File: src/rtl/pwm_gpio34_pkg.sv
// Shared SFR layout and phase width for the two-channel GPIO3/GPIO4 PWM block.
package pwm_gpio34_pkg;

  localparam int unsigned PH_W = 7;

  localparam int unsigned EN_BIT    = 7;
  localparam int unsigned G3_DO_BIT = 0;
  localparam int unsigned G3_OE_BIT = 2;
  localparam int unsigned G4_DO_BIT = 4;
  localparam int unsigned G4_OE_BIT = 6;

  localparam logic [PH_W-1:0] PH_MAX = '1;

  typedef struct packed {
    logic            en;
    logic [PH_W-1:0] duty;
  } pwm_sfr_t;

endpackage

File: src/rtl/pwm_chan.sv
// One PWM channel: X0_PWMn register, period-aligned duty shadow and registered compare.
module pwm_chan
  import pwm_gpio34_pkg::*;
(
  input  logic            clk_i,
  input  logic            rst_ni,
  input  logic            we_i,
  input  logic [7:0]      wdat_i,
  input  logic [PH_W-1:0] phase_i,
  input  logic            wrap_i,
  output logic [7:0]      sfr_o,
  output logic            en_o,
  output logic            start_o,
  output logic            pwm_o
);

  pwm_sfr_t        sfr_q, sfr_d, wr_sfr;
  logic [PH_W-1:0] duty_act_q, duty_act_d;
  logic            pwm_q, pwm_d;

  assign wr_sfr  = pwm_sfr_t'(wdat_i);
  assign sfr_d   = we_i ? wr_sfr : sfr_q;
  assign start_o = we_i & wdat_i[EN_BIT] & ~sfr_q.en;

  // A write landing on the wrap edge is seen here through sfr_d.
  always_comb begin
    duty_act_d = duty_act_q;
    if (wrap_i || start_o) begin
      duty_act_d = sfr_d.duty;
    end
  end

  // sfr_d.en kills the output on the same edge a disabling write lands.
  assign pwm_d = sfr_q.en & sfr_d.en & (phase_i < duty_act_q);

  always_ff @(posedge clk_i or negedge rst_ni) begin
    if (!rst_ni) begin
      sfr_q      <= '0;
      duty_act_q <= '0;
      pwm_q      <= 1'b0;
    end else begin
      sfr_q      <= sfr_d;
      duty_act_q <= duty_act_d;
      pwm_q      <= pwm_d;
    end
  end

  assign sfr_o = sfr_q;
  assign en_o  = sfr_q.en;
  assign pwm_o = pwm_q;

endmodule

File: src/rtl/pwm_gpio34.sv
// Two-channel 7-bit PWM on GPIO3/GPIO4 with GPIO34 fallback data and output-enable register.
module pwm_gpio34
  import pwm_gpio34_pkg::*;
#(
  parameter int unsigned PRESCALE = 16,
  parameter int unsigned PSC_W    = 8
) (
  input  logic       clk,
  input  logic       rstz,
  input  logic [7:0] sfr_wdat,
  input  logic       we_pwm0,
  input  logic       we_pwm1,
  input  logic       we_gpio34,
  output logic [7:0] pwm0_q,
  output logic [7:0] pwm1_q,
  output logic [7:0] gpio34_q,
  output logic       gpio3_do,
  output logic       gpio3_oe,
  output logic       gpio4_do,
  output logic       gpio4_oe
);

  localparam logic [PSC_W-1:0] PSC_LAST = PSC_W'(PRESCALE - 1);

  logic [PSC_W-1:0] psc_q, psc_d;
  logic [PH_W-1:0]  phase_q, phase_d;
  logic [7:0]       gpio34_d;
  logic             en0, en1, en_any;
  logic             start0, start1, restart;
  logic             tick, wrap;
  logic             pwm0, pwm1;

  assign en_any = en0 | en1;
  assign tick   = en_any & (psc_q == PSC_LAST);
  assign wrap   = tick & (phase_q == PH_MAX);
  // Enabling a channel restarts the shared phase only when the other one is idle.
  assign restart = (start0 & ~en1) | (start1 & ~en0);

  always_comb begin
    psc_d   = psc_q + PSC_W'(1);
    phase_d = phase_q;
    if (!en_any || restart) begin
      psc_d   = '0;
      phase_d = '0;
    end else if (tick) begin
      psc_d   = '0;
      phase_d = phase_q + PH_W'(1);
    end
  end

  assign gpio34_d = we_gpio34 ? sfr_wdat : gpio34_q;

  always_ff @(posedge clk or negedge rstz) begin
    if (!rstz) begin
      psc_q    <= '0;
      phase_q  <= '0;
      gpio34_q <= '0;
    end else begin
      psc_q    <= psc_d;
      phase_q  <= phase_d;
      gpio34_q <= gpio34_d;
    end
  end

  pwm_chan u_chan0 (
    .clk_i   (clk),
    .rst_ni  (rstz),
    .we_i    (we_pwm0),
    .wdat_i  (sfr_wdat),
    .phase_i (phase_q),
    .wrap_i  (wrap),
    .sfr_o   (pwm0_q),
    .en_o    (en0),
    .start_o (start0),
    .pwm_o   (pwm0)
  );

  pwm_chan u_chan1 (
    .clk_i   (clk),
    .rst_ni  (rstz),
    .we_i    (we_pwm1),
    .wdat_i  (sfr_wdat),
    .phase_i (phase_q),
    .wrap_i  (wrap),
    .sfr_o   (pwm1_q),
    .en_o    (en1),
    .start_o (start1),
    .pwm_o   (pwm1)
  );

  assign gpio3_do = en0 ? pwm0 : gpio34_q[G3_DO_BIT];
  assign gpio4_do = en1 ? pwm1 : gpio34_q[G4_DO_BIT];
  assign gpio3_oe = gpio34_q[G3_OE_BIT];
  assign gpio4_oe = gpio34_q[G4_OE_BIT];

endmodule

File: config.mk
export PLATFORM = sky130hd
export DESIGN_NAME = pwm_gpio34
export DESIGN_NICKNAME = d
export VERILOG_FILES = /design/src/rtl/pwm_gpio34_pkg.sv /design/src/rtl/pwm_chan.sv /design/src/rtl/pwm_gpio34.sv
export SDC_FILE = /design/constraint.sdc
export NUM_CORES = 1
export LEC_CHECK = 0
export CAP_MARGIN = 20
export CORE_MARGIN = 8
export CORE_UTILIZATION = 35
export CTS_BUF_LIST = sky130_fd_sc_hd__clkbuf_8
export CTS_CLUSTER_SIZE = 28
export DETAILED_ROUTE_END_ITERATION = 10
export PLACE_DENSITY = 0.53
export SLEW_MARGIN = 20
export SYNTH_ARGS = -nofsm -noshare
export SYNTH_HDL_FRONTEND = slang
export SYNTH_SLANG_ARGS = --single-unit
export TNS_END_PERCENT = 5
File: constraint.sdc
create_clock -name clk -period 2.55 [get_ports clk]
set_input_delay 0.255 -clock clk [delete_from_list [all_inputs] [get_ports clk]]
set_output_delay 0.255 -clock clk [all_outputs]
set_load 0.02 [all_outputs]
==> results.py <==
metrics = {
    "run_status": {
        "outcome": "finished, final reports clean",
    },
    "setup_path": {
        "critPathKind": "reg2reg",
        "required_ns": 2.74,
        "cp_max_fo": 8,
        "worstPathArrival_ns": 2.30,
        "setup.worst_path.start_class": "register",
        "crit_path_end_kind": "register",
    },
    "detailed_routing": {
        "drtIter0Drc": 91,
        "route.detailed.drc": 0,
        "drt-wirelength-per-cell_microns": 15.5,
        "drt-pass1-iter-count": 4,
        "antenna_left": 0,
        "via_per_inst": 4.66,
        "routed_wl_mm": 5.39,
        "vias": 1617,
    },
    "clocking": {
        "post_cts_buffers": 0,
        "htreeDepth": 2,
        "cts.sink_count": 55,
        "path_clk_slew_ns": 0.09,
        "cts_hold_buf": 1,
        "cts-buffers-inserted": 5,
        "cts_buffer_depth": 2,
        "root_buffer": "clkbuf_8",
        "insertion_delay_ns": 0.30,
        "cts_resized": 0,
        "cts_tree": "yes",
    },
    "timing": {
        "finalSetupTns_ns": 0,
        "layout_min_cycle_time_ns": 2.11,
        "worstMarginPinSlew_ns": 0.663,
        "finalCritPeriodShare_pct": 82.7,
        "fmax_ghz": 0.474,
        "fin_worst_skew_ns": 0.00803,
        "rsz0062_at_grt": "no",
        "slew_headroom_pct": 55.8,
        "report.final.slew_viol_count": 0,
        "setup_viol": 0,
        "final-hold-violation-count": 0,
    },
    "final_layout": {
        "antenna_cells": 0,
        "final_nets": 274,
        "fillerInstances": 687,
        "drive_above_1_share_pct": 21.0,
        "area_delta_synth_final_pct": 22.9,
    },
    "global_routing": {
        "grt_pass1_vias": 1716,
        "grt_pass1_wl_mm": 8.73,
        "grt_start_max_net_pins": 29,
        "grt_usage_pct": 11.1,
        "overflow": 0,
        "grt_antenna_before_repair": 0,
    },
    "logic_synthesis": {
        "syn_area_per_cell_sq_um": 12.5,
        "async_flop_share_pct": 100,
        "synth_nets": 232,
        "yosysWarnings": 0,
        "synth_top_cell_area_share_pct": 53.8,
        "yosysSeqAreaShare_pct": 53.8,
        "synth.largest_area_cell": "dfrtp_1",
        "syn_inst": 205,
        "synth.most_common_cell": "dfrtp_1",
        "synth_common_cells": "dfrtp_1 (55), mux2_2 (38), inv_1 (16)",
        "synth_flop_cell": "dfrtp_1",
        "yosys_register_bits": 55,
        "synthTopCellsByArea": "dfrtp_1 (54%), mux2_2 (17%), ha_1 (6.9%)",
        "synth-edff-count": 0,
        "synth.cell_area_sq_um": 2560,
        "synth_cell_types": 30,
    },
    "floorplanning": {
        "die_width_microns": 101,
        "die_y_microns": 101,
        "start_util_pct": 35.6,
        "io_pins": 41,
        "row_count": 31,
        "die_area_sq_um": 10300,
        "design.core.area_sq_um": 7180,
    },
    "power_and_ir_drop": {
        "fin_total_pwr_uw": 2000,
        "power.density_nw_per_um2": 638,
        "power.leakage_uw": 0.00143,
        "irDropWorstVdd_mv": 0.244,
    },
    "placed_design": {
        "portBuffers": 40,
        "gp_congestion": 0.789,
        "dp_hpwl_mm": 4.05,
    },
    "flow_run": {
        "drv_cap": 0,
    },
    "hold_path": {
        "hp-class": "reg2reg",
    },
}
## power breakdown
group          switching, uW  internal, uW  leakage [uW]
sequential              74.6           990      0.000680
combinational            223           239      0.000697
clock                    284           194     0.0000495
total                    581          1420       0.00143
## kinds of logic after synthesis
family | after synthesis | share of synthesized area [%]
buf+inv | 24 | 4.26
flops | 55 | 53.8
simple gates | 43 | 8.71
xor+xnor | 10 | 3.43
mux | 39 | 17.1
compound gates | 20 | 5.78
fa+ha+maj | 14 | 6.85
## layer usage
layer	vias to the layer above	GRT usage (%)	wire length (microns)
met1	795	14.7	2730
met3	6	2.54	209
met4	0	4.12	61
met5	-	0	0
li1	790	-	-
met2	26	17.3	2400
## sequential cells by signal, summed over array words and instances (netlist names), 7 cells and up
register,count
gpio34_q,8
psc_q,8
phase_q,7
u_chan0.duty_act_q,7
u_chan0.sfr_o,7
u_chan1.duty_act_q,7
u_chan1.sfr_o,7
## metrics by stage
step,cells,hold WS (ns),utilization (%),instance area (sq um),setup WS [ns]
floorplan,205,-0.0406,-,2560,0.650
global placement,338,0.325,42.4,3040,0.470
global route,347,0.501,43.8,3140,0.339
detailed placement,338,0.334,42.4,3040,0.435
CTS,347,0.482,43.8,3140,0.427
finish,347,0.479,43.8,3140,0.441
## worst paths after layout
path | start | end | cells after the start | slack, ns
setup / recovery | psc_q[4] | u_chan1.duty_act_q[2] | 4 | 0.44
hold / removal | psc_q[0] | psc_q[0] | 1 | 0.48
setup reg to reg | psc_q[4] | u_chan1.duty_act_q[2] | 4 | 0.44
hold reg to reg | psc_q[0] | psc_q[0] | 1 | 0.48
max in group asynchronous | rstz | u_chan1.duty_act_q[2] | 3 | 1.35
min in group asynchronous | rstz | psc_q[7] | 2 | 0.51
## critical path, stage by stage (launching register included)
cell and delay (ns):
dfrtp_1 0.42, or4_1 0.69, nor4_4 0.39, a31oi_2 0.16
mux2_2 0.35
## cell usage in the layout (no fill, tap or decap), drive strengths merged, types with 2 or more instances in the layout
cell           count
or3                2
xor2               3
a31oi              2
nand4b             2
ha                14
nor4               3
a21o               4
buf                3
nor3               3
xnor2              7
clkbuf             5
a211o              2
clkinv             2
mux2              38
nand3              3
nand2b             2
nand2              9
inv               17
nor2              15
clkdlybuf4s50     39
a21oi              4
nand4              2
dfrtp             55
o21ai              5
o2111a             2
## layout make-up
class	count	area, sq um	area share (%)
Clock buffer	5	68.8	2.19
Clock inverter	3	21.3	0.677
Inverter	16	60.1	1.91
Multi-Input combinational cell	126	1070	34.1
Sequential cell	55	1380	43.8
Tap cell	99	124	3.94
Timing Repair Buffer	43	420	13.4
Note: power is estimated with default switching activity, not from simulation.
